File: src/rtl/mem_stage_ctrl.sv
// WISC memory stage: drives a multi-cycle data memory over a req/done
// handshake, stalls upstream while busy, and registers writeback.
module mem_stage_ctrl #(
  parameter int TIMEOUT = 64,
  parameter int CNT_W   = 7
) (
  input  logic        clk,
  input  logic        rst,
  input  logic        ValidIn,
  input  logic [15:0] AluRes,
  input  logic [15:0] RtIn,
  input  logic        RegWriteIn,
  input  logic        DMemWriteIn,
  input  logic        DMemEnIn,
  input  logic        MemToRegIn,
  input  logic        DMemDumpIn,
  input  logic [2:0]  RdAddrIn,
  output logic [15:0] MemAddr,
  output logic [15:0] MemWrData,
  output logic        MemRd,
  output logic        MemWr,
  output logic        MemDump,
  input  logic [15:0] MemRdData,
  input  logic        MemDone,
  output logic        Stall,
  output logic        ValidOut,
  output logic [15:0] WbData,
  output logic        RegWriteOut,
  output logic [2:0]  RdAddrOut,
  output logic        Err,
  output logic        Halt
);

  typedef enum logic [1:0] {
    IDLE, ISSUE, WAIT, HALTED
  } state_t;

  state_t           state;
  logic [CNT_W-1:0] cnt;
  logic             m2r_q;
  logic             rw_q;
  logic [2:0]       rd_q;

  logic in_idle;
  logic dump;
  logic accept;
  logic misal;
  logic nonmem;
  logic timeout;

  assign in_idle = (state == IDLE);
  assign dump    = in_idle & ValidIn & DMemDumpIn;
  assign accept  = in_idle & ValidIn & DMemEnIn
                 & ~AluRes[0] & ~DMemDumpIn;
  assign misal   = in_idle & ValidIn & DMemEnIn
                 & AluRes[0] & ~DMemDumpIn;
  assign nonmem  = in_idle & ValidIn & ~DMemEnIn
                 & ~DMemDumpIn;
  assign timeout = (state == WAIT) & ~MemDone
                 & (cnt == CNT_W'(TIMEOUT - 1));

  // Released in the completion/timeout cycle so upstream advances on that edge
  assign Stall = accept | dump
               | (state == ISSUE)
               | ((state == WAIT) & ~MemDone & ~timeout)
               | (state == HALTED);

  always_ff @(posedge clk) begin
    if (rst) begin
      state       <= IDLE;
      cnt         <= '0;
      m2r_q       <= 1'b0;
      rw_q        <= 1'b0;
      rd_q        <= 3'd0;
      MemAddr     <= 16'd0;
      MemWrData   <= 16'd0;
      MemRd       <= 1'b0;
      MemWr       <= 1'b0;
      MemDump     <= 1'b0;
      ValidOut    <= 1'b0;
      WbData      <= 16'd0;
      RegWriteOut <= 1'b0;
      RdAddrOut   <= 3'd0;
      Err         <= 1'b0;
      Halt        <= 1'b0;
    end else begin
      MemRd   <= 1'b0;
      MemWr   <= 1'b0;
      MemDump <= 1'b0;
      case (state)
        IDLE: begin
          ValidOut    <= 1'b0;
          RegWriteOut <= 1'b0;
          if (dump) begin
            MemDump <= 1'b1;
            Halt    <= 1'b1;
            state   <= HALTED;
          end else if (accept) begin
            // MemAddr/MemWrData double as the request latch
            MemAddr   <= AluRes;
            MemWrData <= RtIn;
            m2r_q     <= MemToRegIn;
            rw_q      <= RegWriteIn;
            rd_q      <= RdAddrIn;
            MemRd     <= ~DMemWriteIn;
            MemWr     <= DMemWriteIn;
            state     <= ISSUE;
          end else if (misal) begin
            ValidOut  <= 1'b1;
            RdAddrOut <= RdAddrIn;
            Err       <= 1'b1;
          end else if (nonmem) begin
            ValidOut    <= 1'b1;
            WbData      <= AluRes;
            RegWriteOut <= RegWriteIn;
            RdAddrOut   <= RdAddrIn;
          end
        end
        ISSUE: begin
          cnt   <= '0;
          state <= WAIT;
        end
        WAIT: begin
          if (MemDone) begin
            ValidOut    <= 1'b1;
            RdAddrOut   <= rd_q;
            RegWriteOut <= rw_q;
            WbData      <= m2r_q ? MemRdData : MemAddr;
            state       <= IDLE;
          end else if (timeout) begin
            Err         <= 1'b1;
            ValidOut    <= 1'b1;
            RegWriteOut <= 1'b0;
            state       <= IDLE;
          end else begin
            cnt <= cnt + 1'b1;
          end
        end
        HALTED: begin
          ValidOut    <= 1'b0;
          RegWriteOut <= 1'b0;
        end
        default: state <= IDLE;
      endcase
    end
  end

endmodule

File: config.mk
export PLATFORM = sky130hd
export DESIGN_NAME = mem_stage_ctrl
export DESIGN_NICKNAME = d
export VERILOG_FILES = /design/src/rtl/mem_stage_ctrl.sv
export SDC_FILE = /design/constraint.sdc
export NUM_CORES = 1
export LEC_CHECK = 0
export ABC_AREA = 1
export BUFFER_PORTS_ARGS = -buffer_cell sky130_fd_sc_hd__buf_2
export CELL_PAD_IN_SITES_DETAIL_PLACEMENT = 2
export CELL_PAD_IN_SITES_GLOBAL_PLACEMENT = 2
export CORE_AREA = 2 2 114 116
export CTS_CLUSTER_DIAMETER = 120
export DETAILED_ROUTE_END_ITERATION = 10
export DIE_AREA = 0 0 116 118
export PLACE_DENSITY = 0.81
export SETUP_SLACK_MARGIN = 0.4
export SKIP_CTS_REPAIR_TIMING = 1
export SKIP_LAST_GASP = 1
export SYNTH_ARGS = -nofsm -noshare
export SYNTH_HDL_FRONTEND = slang
export SYNTH_SLANG_ARGS = --single-unit
File: constraint.sdc
create_clock -name clk -period 3.7 [get_ports clk]
set_input_delay 0.185 -clock clk [delete_from_list [all_inputs] [get_ports clk]]
set_output_delay 0.185 -clock clk [all_outputs]
set_load 0.02 [all_outputs]
-- After elaboration in Yosys (flattened, before gate mapping)
Cells that the tools add are included.
- $add $sub $neg: 1
- equality and inequality tests: 16
- multiplexer cells: 41
- bitwise gates (word level): 25
- reduce and logical (&&, ||, !) cells: 15
- operators by type and width (operator ; number):
    two-way mux 16 bit ; 6
    case mux 16 bit (2 select lines) ; 1
    two-way mux 1 bit ; 17
    two-way mux 3 bit ; 5
    two-way mux 7 bit ; 2
    inequality test 2 bit (second input constant) ; 7
    case mux 7 bit (2 select lines) ; 1
    AND 1 bit ; 12
    AND reduction 6 bit ; 2
    NOT 1 bit ; 9
    AND reduction 3 bit ; 3
    two-way mux 2 bit ; 4
    adder 7 x 1 -> 7 bit (second input constant) ; 1
    equality test 7 x 6 -> 1 bit (second input constant) ; 1
    inequality test 3 x 1 -> 1 bit (second input constant) ; 2
    case mux 1 bit (3 select lines) ; 2
    case mux 2 bit (3 select lines) ; 1
    case mux 3 bit (2 select lines) ; 1
    nonzero test 3 bit ; 2
    AND reduction 5 bit ; 1
    equality test 2 bit (second input constant) ; 2
    inequality test 2 x 1 -> 1 bit (second input constant) ; 2
    OR 1 bit ; 4
    AND reduction 2 bit ; 2
    other kinds (7) ; 8
- bits in registers: 72
- logic and storage cells: 114

-- Longest topological paths before layout
Gate-level depths: netlist of run 1.
- word-level depth: 9
- mapped depth: 10

-- Least setup slack after synthesis of run 1
Ideal clock, no wire load.
- path kind: register to output
- from: register state[0]
- to: output Stall
- arrival time: 1.479 ns
- path slack: 2.036 ns
- stages on the path, launching flop included: 8
- path buffers: 1
- cell sequence: dfxtp_1 -> inv_1 -> ha_1 -> nand2_1 -> nor2_1 -> nand3_2 -> clkbuf_1 -> nand4_1
- cells in the longest elaborated chain, start to end: 9
- elaborated cells on any way between the ends: 17
- ends and longest elaborated chain (what ; line ; text):
    from (decl) ; 38 ; state_t state;
    from (signal assigned) ; 70 ; state <= IDLE;
    from (signal assigned) ; 97 ; state <= HALTED;
    from (signal assigned) ; 107 ; state <= ISSUE;
    zero test 2 bit ; 51 ; assign in_idle = (state == IDLE);
    AND 1 bit ; 52, 53 ;
    AND 1 bit ; 53 ; assign accept = in_idle & ValidIn & DMemEnIn
    AND 1 bit (2 in a row) ; 54 ; & ~AluRes[0] & ~DMemDumpIn;
    OR 1 bit ; 63 ; assign Stall = accept | dump
    OR 1 bit ; 64 ; | (state == ISSUE)
    OR 1 bit ; 65 ; | ((state == WAIT) & ~MemDone & ~timeout)
    OR 1 bit (*) ; 66 ; | (state == HALTED);
    to (decl) ; 25 ; output logic Stall,
Mark *: on every way between the ends. The rest lies on a longest branch, timed or not.

-- Worst setup path after layout of run 1
Same ends and word-level chain as after synthesis.

==> metrics.md, run 1 <==
| Metric | Value |
|---|---|
| Top cell type by total area after synthesis | dfxtp_1 |
| Hold Crit Class | in2reg |
| Drt total wl | 12.5 mm |
| Post-synthesis cell type count | 25 |
| Port Buffers | between 100 and 150 |
| CP Class | reg2out |
| R2r setup slk | 1.46 ns |
| Async SR Flop Fraction | 0% |
| Router iterations before antenna repair | 4 |
| Cell Area, Synth | 0.00331 mm^2 |
| TritonCTS clock tree | yes |
| F_max | 385 MHz |
| Initial antenna violation count | 1 |
| Number of global-route vias before repair | 4066 |
| Ranking of synthesized cells by area | dfxtp_1 44%, nor2_1 14%, o21ai_0 11% |
| Die area | 0.0137 mm^2 |
| Fin Hold WS | 0.0520 ns |
| Max cap viols | 0 |
| Largest net degree at the start of global routing | 44 |
| Final hold vios | 0 |
| Multi-input gate area | 0.00154 mm^2 |
| Nets@finish | 670 |
| Antenna cells | 0 |
| All-Layer GR Usage | roughly a fifth |
| # clock sinks | 72 |
| Final setup viols | 0 |
| P_leak | 2.17 nW |
| CP endpoint kind | output pin |
| Worst Tran Pin Value | between 1 and 1.5 ns |
| Ys Warns | 0 |
| Max-slew violations | 0 |
| Post-CTS clock slew at the launch and capture registers of the worst setup and hold paths | roughly 0.060 ns |
| Total Power | 2.90 mW |
| Mean Syn Cell Area | 6.67 um^2 |
| Fillers | approximately 1500 |
| Initial drt markers | approximately 110 |
| Register area share after synthesis | 43.6% |
| Pwr dens | 664 mW/mm^2 |
| Cell with the most instances after synthesis | nor2_1 |
| Via density | between 4 and 5 |
| Post-placement cell count | 766 |
| Tmin final | between 2 and 3 ns |
| First-pass GRT wire length | 20.5 mm |
| CTS Buffer Depth | 2 |
| Antenna viol nets, final | 0 |
| Fin cells | 782 |
| Layout area overhead | 31.9% |
| Initial Util | around a quarter |
| Cells after Synth | 496 |
| Max-slew headroom | 30.5% |
| CTS root buf | clkbuf_16 |
| Core Rows | 41 |
| Share of cells above drive strength 1 | 23.6% |
| CP Max Fanout | 24 |
| Die width | between 100 and 150 um |
| Period utilization | 70.1% |
| RSZ-0062 raised after global routing | false |
| Setup TNS | 0 ns |
| I/O pin total | 119 |
| Die H | 118 um |
| GRT Residual Overflow | 0 |
| Crit path launch type | flip-flop |
| Synth top area share | 43.6% |
| Residual DRC | 0 |
| Run status | finished clean |
| CTS H-tree lvls | 3 |
| Worst Skew | around 0.0044 ns |
| CP required | about 3.5 ns |
| Core Box Area | between 0.01 and 0.015 mm^2 |
| Wire length per cell | 16.0 um |
| WP data arrival | 2.41 ns |
| Later-pin clock latency in the skew report | 0.33 ns |
| Post-DP HPWL | 8.75 mm |
| Yosys reg bits | just over 70 |
| Post-synth EDFFs | 0 |
| Cts bufs inserted | 9 |
| Storage cell area | 0.00144 mm^2 |
| Final GP Congestion | 0.795 |
| Detailed-route via count | 3622 |
| Synth cell count leaders | 121 x nor2_1, 91 x nand2_1, 72 x dfxtp_1, 70 x o21ai_0, 54 x inv_1 |
| Syn nets | 561 |
| Ys flop type | dfxtp_1 |
| VDD IR max | 0.181 mV |
[report_power, final]
| part | switching (mW) | internal, mW |
|---|---|---|
| Combinational | 0.656 | 0.285 |
| Clock | 0.346 | 0.657 |
| Sequential | 0.0702 | 0.886 |
[sequential cells by signal, summed over array words and instances, names as in the netlist]
register	count
rd_q	3
Err	1
RdAddrOut	3
MemDump	1
MemRd	1
WbData	16
cnt	7
m2r_q	1
MemWr	1
Halt	1
RegWriteOut	1
rw_q	1
state	2
MemAddr	16
MemWrData	16
ValidOut	1
[final cells by class]
| class | instances | share of cell area [%] |
|---|---|---|
| clock buffer | 10 | 5.24 |
| clock inverter | 6 | 2.46 |
| inverter | 56 | 4.81 |
| multi-input combinational | 344 | 35.3 |
| sequential | 72 | 33.0 |
| tap | 172 | 4.93 |
| timing repair buffer | 122 | 14.2 |
[final timing paths]
| check | end | cells after the start | startpoint |
|---|---|---|---|
| max | Stall | 9 | state[0] |
| min | MemRd | 2 | DMemWriteIn |
| max reg2reg | state[0] | 11 | state[1] |
| min reg2reg | MemAddr[15] | 2 | MemAddr[15] |
[cell usage in the layout (no fill, tap or decap), types with 2 or more instances in the layout]
cell	count
a21oi_1	24
buf_2	118
buf_4	4
bufinv_16	3
clkbuf_16	9
clkinv_2	2
dfxtp_1	72
ha_1	5
inv_1	54
nand2_1	91
nand3_1	11
nand3_2	2
nand4_1	7
nor2_1	121
nor3_1	2
nor4_1	2
o21ai_0	70
o21ai_1	3
[critical path, stage by stage, from the launching register on]
cell and delay, ns:
dfxtp_1 0.37, inv_1 0.08, ha_1 0.23, inv_2 0.36
nor2_1 0.13, nand2_1 0.32, nand2_1 0.19, inv_1 0.13
nand4_1 0.09, buf_2 0.18
[per-stage QoR]
stage | utilization [%] | worst slack (ns) | area (um^2)
after CTS | 35.2 | 1.06 | 4370
after global routing | 35.2 | 0.846 | 4370
after detailed placement | 32.5 | 1.47 | 4030
after floorplan | - | 2.04 | 3310
after global placement | 32.5 | 1.63 | 4030
final | 35.2 | 1.10 | 4370
[logic make-up after synthesis]
group,Yosys count,share of synthesized area [%]
AOI/OAI and AO/OA,99,15.2
xor gates and xnor gates,1,0.265
adders and majority gates,5,1.89
buffers and inverters,80,10.0
DFF,72,43.6
and+or+nand+nor,239,29.1
[metal layers]
layer | up-vias | wire length, um | track usage (%)
li1 | 1779 | - | -
met3 | 21 | 433 | 3.24
met5 | - | 0 | 0
met2 | 66 | 6630 | 33.9
met4 | 0 | 286 | 7.59
met1 | 1756 | 5200 | 21.9
Note: power is estimated with default switching activity, not from simulation.
==> run 2, diff against run 1 <==
--- a/config.mk
+++ b/config.mk
@@ -5,15 +5,15 @@
 export SDC_FILE = /design/constraint.sdc
 export NUM_CORES = 1
 export LEC_CHECK = 0
-export ABC_AREA = 1
+export ABC_AREA = 0
 export BUFFER_PORTS_ARGS = -buffer_cell sky130_fd_sc_hd__buf_2
 export CELL_PAD_IN_SITES_DETAIL_PLACEMENT = 2
 export CELL_PAD_IN_SITES_GLOBAL_PLACEMENT = 2
-export CORE_AREA = 2 2 114 116
+export CORE_AREA = 2 2 113 115
 export CTS_CLUSTER_DIAMETER = 120
 export DETAILED_ROUTE_END_ITERATION = 10
-export DIE_AREA = 0 0 116 118
-export PLACE_DENSITY = 0.81
+export DIE_AREA = 0 0 115 117
+export PLACE_DENSITY = 0.76
 export SETUP_SLACK_MARGIN = 0.4
 export SKIP_CTS_REPAIR_TIMING = 1
 export SKIP_LAST_GASP = 1
==> constraint.sdc (replaced) <==
create_clock -name clk -period 2.4 [get_ports clk]
set_input_delay 0.12 -clock clk [delete_from_list [all_inputs] [get_ports clk]]
set_output_delay 0.12 -clock clk [all_outputs]
set_load 0.02 [all_outputs]
==> run 2 against run 1 <==
Net effect:
- sequential power rose by 59%
- sequential cell count unchanged
- register-to-register slack worse by 0.94 ns
- hold slack worse by 0.038 ns
- power grew 66%
- sequential share of layout area up 0.32 points
- final cell count is 16% lower
- critical path depth fell by 2
- synthesized cell count decreased by 23%
- utilization hardly changed
- highest routed layer unchanged
==> metrics.md, run 2 <==
| Metric | Value |
|---|---|
| CP max-delay cell | or4_1 (was dfxtp_1) |
| WP data arrival | 2.16 ns (was 2.41 ns) |
| RSZ-0062 raised after global routing | false (unchanged) |
| Worst Tran Pin Value | 0.899 ns (was 1.04 ns) |
| GRT Residual Overflow | 0 (unchanged) |
| Most frequent cells in the layout | 117 x buf_2, 76 x nand2_1, 71 x dfxtp_1 (was 121 x nor2_1, 118 x buf_2, 91 x nand2_1) |
| Register area share after synthesis | 44.9% (was 43.6%) |
| Ranking of synthesized cells by area | dfxtp_1 45%, mux2i_1 11%, a21oi_1 10% (was dfxtp_1 44%, nor2_1 14%, o21ai_0 11%) |
| CTS root buf | clkbuf_16 (unchanged) |
| Die area | 0.0135 mm^2 (was 0.0137 mm^2) |
| Port Buffers | 118 (unchanged) |
| Reg2Reg Launch Point | state[0] (was state[1]) |
| Initial Util | 26.1% (was 26.7%) |
| Worst Skew | 0.00513 ns (was 0.00442 ns) |
| Largest net degree at the start of global routing | 44 (unchanged) |
| CP max stage delay | 0.51 ns (was 0.37 ns) |
| Synth top area share | 44.9% (was 43.6%) |
| Max-slew violations | 0 (unchanged) |
| P_leak | 1.82 nW (was 2.17 nW) |
| Period utilization | 78.5% |
| Mean Syn Cell Area | 8.36 um^2 (was 6.67 um^2) |
| Residual DRC | 0 (unchanged) |
| GRT busiest layer | met2 (unchanged) |
| Nets@finish | 568 (was 670) |
| Final GP Congestion | 0.770 (was 0.795) |
| Global Route met3 Usage | 6.49% (was 3.24%) |
| Layout area overhead | 34.8% (was 31.9%) |
| Tmin final | ~1.9 ns |
| Core Box Area | 0.0123 mm^2 (was 0.0124 mm^2) |
| CTS H-tree lvls | 3 (unchanged) |
| Cts bufs inserted | 9 (unchanged) |
| Met2 Resource Use GR | 30.4% (was 33.9%) |
| # clock sinks | 72 (unchanged) |
| F_max | 531 MHz |
| Core Rows | 41 (unchanged) |
| Top cell type by total area after synthesis | dfxtp_1 (unchanged) |
| Reg2reg end | cnt[3] (was state[0]) |
| Crit-path cells | inv_4, ha_4, buf_4, nand2b_1, nand2b_1, or4_1, nand2_1 (was inv_1, ha_1, inv_2, nor2_1, nand2_1, nand2_1, inv_1, nand4_1, buf_2) |
| Post-synthesis cell type count | 46 (was 25) |
| Ys Warns | 0 (unchanged) |
| Antenna viol nets, final | 0 (unchanged) |
| Die width | 115 um (was 116 um) |
| R2r setup slk | 0.52 ns (was 1.46 ns) |
| Router iterations before antenna repair | 5 (was 4) |
| Die H | 117 um (was 118 um) |
| Async SR Flop Fraction | 0% (unchanged) |
| CP Class | reg2reg (was reg2out) |
| CTS Buffer Depth | 2 (unchanged) |
| Cell with the most instances after synthesis | nand2_1 (was nor2_1) |
| Share of cells above drive strength 1 | 31.1% (was 23.6%) |
| CP dominant cell by count | nand2b_1 |
| Total Power | 4.81 mW (was 2.90 mW) |
| First-pass GRT wire length | 17.3 mm (was 20.5 mm) |
| CP Max Fanout | 23 (was 24) |
| Run status | finished clean (unchanged) |
| Later-pin clock latency in the skew report | 0.34 ns (was 0.33 ns) |
| TritonCTS clock tree | yes (unchanged) |
| All-Layer GR Usage | 16.8% (was 18.9%) |
| Hold Crit Class | in2reg (unchanged) |
| CP endpoint kind | flip-flop (was output pin) |
| Post-DP HPWL | 8.11 mm (was 8.75 mm) |
| Post-CTS clock slew at the launch and capture registers of the worst setup and hold paths | 0.06 ns (about the same) |
| Most common cell after layout, fill and taps aside | buf_2 (was nor2_1) |
| Synth cell count leaders | 76 x nand2_1, 72 x dfxtp_1, 66 x a21oi_1, 45 x nor2_1, 35 x mux2i_1 (was 121 x nor2_1, 91 x nand2_1, 72 x dfxtp_1, 70 x o21ai_0, 54 x inv_1) |
| Cell Area, Synth | 0.00321 mm^2 (was 0.00331 mm^2) |
| Multi-input gate area | 0.00165 mm^2 (was 0.00154 mm^2) |
| Number of global-route vias before repair | 3464 (was 4066) |
| Ys flop type | dfxtp_1 (unchanged) |
| Fin Hold WS | 0.0136 ns (was 0.0520 ns) |
| Crit path launch type | flip-flop (unchanged) |
| Via density | 4.83 (was 4.63) |
| Max-slew headroom | 40.1% (was 30.5%) |
| Post-synth EDFFs | 0 (unchanged) |
| Yosys reg bits | 72 (unchanged) |
| Detailed-route via count | 3175 (was 3622) |
| Pwr dens | 1110 mW/mm^2 (was 664 mW/mm^2) |
| Final Core Density | 35.2% (about the same) |
| Largest regs | MemAddr x16, MemWrData x16, WbData x16 (unchanged) |
| Fillers | 1444 (was 1532) |
| End of the critical path | cnt[3] (was Stall) |
| R2R depth | 7 (was 11) |
| CP required | 2.68 ns (was 3.51 ns) |
| Drt total wl | 10.9 mm (was 12.5 mm) |
| Final hold vios | 0 (unchanged) |
| Max cap viols | 0 (unchanged) |
| VDD IR max | 0.354 mV (was 0.181 mV) |
| Syn nets | 449 (was 561) |
| Initial drt markers | 71 (was 108) |
| Storage cell area | 0.00144 mm^2 (about the same) |
| M1 GR Usage | 18.2% (was 21.9%) |
| Cells after Synth | 384 (was 496) |
| I/O pin total | 119 (unchanged) |
| Initial antenna violation count | 0 (was 1) |
| Wire length per cell | 16.6 um (was 16.0 um) |
| Critical path origin | state[0] (unchanged) |
| Final setup viols | 0 (unchanged) |
| Antenna cells | 0 (unchanged) |
==> run 2: cell types whose count changed in the layout (fill, tap and decap cells not counted), moves of 15 or more <==
cell	before	now
nor2_1	121	45
o21ai_0	70	2
inv_1	54	3
a21oi_1	24	66
mux2i_1	0	35
nand2_1	91	76
==> run 2: final cells by class <==
cell class / instances / area share [%]
clock buffer: 11 / 5.38
clock inverter: 5 / 1.88
inverter: 4 / 0.405
multi-input combinational: 282 / 38.1
sequential: 72 / 33.3
tap: 150 / 4.34
timing repair buffer: 134 / 16.5
==> run 2: worst min path at each step <==
| stage | from | endpoint | depth (start not counted) |
|---|---|---|---|
| floorplan | DMemWriteIn | MemRd | 1 |
| global placement | DMemWriteIn | MemRd | 2 |
| detailed placement | DMemWriteIn | MemRd | 2 |
| CTS | DMemWriteIn | MemRd | 2 |
| global route | RtIn[14] | MemWrData[14] | 3 |
| finish | RtIn[9] | MemWrData[9] | 3 |
==> run 2: worst max-delay path: cells and delay by family (launching register included) <==
family | cells | cell delay (ns)
AND/OR/NAND/NOR | 4 | 0.95
buffers and inverters | 2 | 0.37
flip-flops | 1 | 0.34
adder cells (fa/ha/maj) | 1 | 0.16
==> run 2: metal layers <==
metal,routed length (um),part of all wire (%)
met4,148,1.4
met5,0,0
met1,4390,40
met3,659,6.0
met2,5700,52
==> run 2: logic make-up (layout without fill, tap and decap cells) <==
| logic type | Yosys count | count (layout) | share of synthesized area [%] |
|---|---|---|---|
| XOR/XNOR | 1 | 1 | 0.273 |
| multiplexers | 35 | 35 | 10.9 |
| flip-flops | 72 | 72 | 44.9 |
| AND/OR/NAND/NOR | 156 | 156 | 21.4 |
| adder cells (fa/ha/maj) | 5 | 5 | 1.95 |
| buffers and inverters | 30 | 154 | 5.46 |
| AO/OA/AOI/OAI | 85 | 85 | 15.2 |
==> run 2: per-stage QoR <==
step / cells / setup TNS, ns / instance area [um^2] / setup WS [ns]
2_1_floorplan: 384 / 0 / 3210 / 0.492
3_3_place_gp: 638 / 0 / 3930 / 0.358
3_5_place_dp: 638 / 0 / 3930 / 0.321
4_1_cts: 654 / -0.0755 / 4240 / -0.0755
5_1_grt: 658 / 0 / 4330 / 0.391
6_report: 658 / 0 / 4330 / 0.517
==> run 2: where the power goes <==
part	switching [mW]	total [mW]	internal, mW
logic	1.13	1.86	0.728
registers	0.117	1.52	1.40
clock network	0.527	1.44	0.911
total	1.77	4.81	3.04
==> run 3, diff against run 2 <==
--- a/config.mk
+++ b/config.mk
@@ -5,15 +5,15 @@
 export SDC_FILE = /design/constraint.sdc
 export NUM_CORES = 1
 export LEC_CHECK = 0
-export ABC_AREA = 0
+export ABC_AREA = 1
 export BUFFER_PORTS_ARGS = -buffer_cell sky130_fd_sc_hd__buf_2
 export CELL_PAD_IN_SITES_DETAIL_PLACEMENT = 2
 export CELL_PAD_IN_SITES_GLOBAL_PLACEMENT = 2
-export CORE_AREA = 2 2 113 115
+export CORE_AREA = 2 2 123 125
 export CTS_CLUSTER_DIAMETER = 120
 export DETAILED_ROUTE_END_ITERATION = 10
-export DIE_AREA = 0 0 115 117
-export PLACE_DENSITY = 0.76
+export DIE_AREA = 0 0 125 127
+export PLACE_DENSITY = 0.74
 export SETUP_SLACK_MARGIN = 0.4
 export SKIP_CTS_REPAIR_TIMING = 1
 export SKIP_LAST_GASP = 1
==> constraint.sdc (replaced) <==
create_clock -name clk -period 1.7 [get_ports clk]
set_input_delay 0.085 -clock clk [delete_from_list [all_inputs] [get_ports clk]]
set_output_delay 0.085 -clock clk [all_outputs]
set_load 0.02 [all_outputs]
==> run 3 against run 2 <==
Net effect:
- the run now ends with hold timing, setup timing left
- cell area rose by 32%
- non-clock buffer count rose by 52
- global-route usage fell by 1.2 points
- critical path depth rose by 2
- routed wire length rose by 39%
- worst setup slack got worse by 0.61 ns
- die area rose by 18%
- hold slack got worse by 0.024 ns
- final cell count rose by 30%
- utilization rose by 4.5 points
- critical path type is now reg2out
- critical endpoint is now Stall
- largest cell class unchanged
==> metrics.md, run 3 (same netlist as run 1, synthesis figures left out) <==
| Metric | Value |
|---|---|
| Run status | complete, but fails checks (was finished clean) |
| Failing checks | hold timing, setup timing |
| Share of cells above drive strength 1 | 46.7% (was 31.1%) |
| Period utilization | 106% |
| CP dominant cell by count | nand2_4 (was nand2b_1) |
| Final hold vios | 5 (was 0) |
| CTS H-tree lvls | 3 (unchanged) |
| CP Max Fanout | 6 (was 23) |
| Final GP Congestion | 0.768 (was 0.770) |
| WHS Path Cells | 3 (unchanged) |
| Core Box Area | 0.0144 mm^2 (was 0.0123 mm^2) |
| Cts bufs inserted | 9 (unchanged) |
| VDD IR max | 0.621 mV (was 0.354 mV) |
| Post-CTS clock slew at the launch and capture registers of the worst setup and hold paths | 0.06 ns (about the same) |
| Clock share of power | 27.3% (was 29.9%) |
| Pre-CTS setup slack | -0.0231 ns (was 0.321 ns) |
| Die H | 127 um (was 117 um) |
| Sequential power share | 26.7% (was 31.5%) |
| Final setup viols | 23 (was 0) |
| Die area | 0.0159 mm^2 (was 0.0135 mm^2) |
| Crit-path cells | ha_4, nand2_4, nor2_4, nand2_2, nand2_4, nand2_4, inv_2, nand4_1, buf_4 (was inv_4, ha_4, buf_4, nand2b_1, nand2b_1, or4_1, nand2_1) |
| Core Rows | 44 (was 41) |
| Final WS setup | -0.0936 ns (was 0.517 ns) |
| Initial Util | 22.9% (was 26.1%) |
| Buf/Inv on CP | 2 (unchanged) |
| Crit path launch type | flip-flop (unchanged) |
| Detailed-route via count | 3955 (was 3175) |
| CP max-delay cell | dfxtp_4 (was or4_1) |
| Largest net degree at the start of global routing | 33 (was 44) |
| RSZ-0062 raised after global routing | true (was false) |
| CTS Buffer Depth | 2 (unchanged) |
| Final Core Density | 39.7% (was 35.2%) |
| CP max stage delay | 0.37 ns (was 0.51 ns) |
| Pwr dens | 1380 mW/mm^2 (was 1110 mW/mm^2) |
| Drt total wl | 15.2 mm (was 10.9 mm) |
| I/O pin total | 119 (unchanged) |
| Router iterations before antenna repair | 4 (was 5) |
| F_max | 558 MHz |
| Largest regs | MemAddr x16, MemWrData x16, WbData x16 (unchanged) |
| Net Sw Frac | 38.8% (was 36.9%) |
| P_leak | 2.71 nW (was 1.82 nW) |
| Comb power frac | 46.0% (was 38.6%) |
| Fin Hold WS | -0.0107 ns (was 0.0136 ns) |
| NetSw | 3.05 mW (was 1.77 mW) |
| Antenna viol nets, final | 0 (unchanged) |
| Setup TNS | -0.718 ns (was 0 ns) |
| CP Class | reg2out (was reg2reg) |
| Die width | 125 um (was 115 um) |
| CP top delay family | simple AND/OR/NAND/NOR gates (unchanged) |
| CP endpoint kind | output pin (was flip-flop) |
| GRT Residual Overflow | 0 (unchanged) |
| Nets@finish | 734 (was 568) |
| First-pass GRT wire length | 19.6 mm (was 17.3 mm) |
| Worst Skew | 0.0115 ns (was 0.00513 ns) |
| TritonCTS clock tree | yes (unchanged) |
| Most frequent cells in the layout | 117 x buf_2, 95 x nor2_1, 68 x dfxtp_1 (was 117 x buf_2, 76 x nand2_1, 71 x dfxtp_1) |
| Most common cell after layout, fill and taps aside | buf_2 (unchanged) |
| Wire length per cell | 17.7 um (was 16.6 um) |
| # clock sinks | 72 (unchanged) |
| Via density | 4.61 (was 4.83) |
| Hold Crit Class | in2reg (unchanged) |
| Port Buffers | 118 (unchanged) |
| All-Layer GR Usage | 15.6% (was 16.8%) |
| Antenna cells | 0 (unchanged) |
| CTS root buf | clkbuf_16 (unchanged) |
| Residual DRC | 0 (unchanged) |
| Layout area overhead | 72.8% (was 34.8%) |
| Initial drt markers | 151 (was 71) |
| WP data arrival | 1.71 ns (was 2.16 ns) |
| Initial antenna violation count | 0 (unchanged) |
| Post-DP HPWL | 9.14 mm (was 8.11 mm) |
| R2R depth | 12 (was 7) |
| Max-slew headroom | 65.4% (was 40.1%) |
| Worst Tran Pin Value | 0.519 ns (was 0.899 ns) |
| Later-pin clock latency in the skew report | 0.34 ns (about the same) |
| Crit path depth | 9 (was 7) |
| Tmin final | roughly 1.8 ns |
| Number of global-route vias before repair | 3962 (was 3464) |
| Int Power | 4.82 mW (was 3.04 mW) |
| Max cap viols | 0 (unchanged) |
| Max-slew violations | 0 (unchanged) |
| CP required | 1.62 ns (was 2.68 ns) |
## run 3: cell count changes in the layout (fill, tap and decap cells not counted), moves of 14 or more
| cell | previous run | this run |
|---|---|---|
| a21oi_1 | 66 | 21 |
| inv_1 | 3 | 48 |
| nand2_4 | 0 | 17 |
| nand2_1 | 76 | 58 |
| buf_4 | 16 | 35 |
| nor2_2 | 0 | 14 |
| o21ai_0 | 2 | 31 |
| mux2i_1 | 35 | 0 |
| o21ai_2 | 0 | 31 |
| nor2_1 | 45 | 95 |
| nand2_2 | 0 | 16 |
## run 3: power groups by stage
| stage | combinational (mW) | clock [mW] | sequential (mW) |
|---|---|---|---|
| floorplan | 1.32 | 0 | 2.35 |
| global placement | 2.22 | 0 | 2.10 |
| detailed placement | 2.30 | 0 | 2.12 |
| CTS | 2.32 | 2.21 | 2.09 |
| global route | 3.93 | 2.29 | 2.13 |
| finish | 3.62 | 2.15 | 2.10 |
## run 3: per-stage QoR
stage	total power, mW	std cells	area (um^2)	hold WS, ns
after global routing	8.34	858	5720	0.00503
after detailed placement	4.42	791	4260	0.290
after global placement	4.32	791	4260	0.276
final	7.87	858	5720	-0.0107
after CTS	6.61	807	4600	-0.0784
after floorplan	3.67	496	3470	0.163
## run 3: area by class of cell
| class | count | area, um^2 |
|---|---|---|
| flip-flops and latches | 72 | 1460 |
| clock inverters | 5 | 78.8 |
| clock buffers | 11 | 253 |
| multi-input cells | 344 | 2100 |
| fillers | 1681 | 8700 |
| inverters | 56 | 218 |
| repair buffers | 186 | 1380 |
| well taps | 184 | 230 |
## run 3: per-layer routing
| layer | up-vias | global-route usage [%] | share of wire [%] |
|---|---|---|---|
| met4 | 0 | 6.01 | 1.7 |
| met1 | 1944 | 18.2 | 41 |
| met2 | 83 | 27.9 | 54 |
| met5 | - | 0 | 0 |
| met3 | 16 | 3.64 | 3.7 |
| li1 | 1912 | - | - |
## run 3: worst min-delay path: stages
cell	delay [ns]
buf_2	0.08
o21ai_2	0.05
nor2_1	0.08
## run 3: worst paths after layout
kind                            startpoint       endpoint  slack [ns]
worst max-delay path                cnt[0]          Stall       -0.09
worst min-delay path              RtIn[14]  MemWrData[14]       -0.01
worst max register to register    state[0]       state[0]       -0.07
worst min register to register      cnt[0]         cnt[0]        0.47
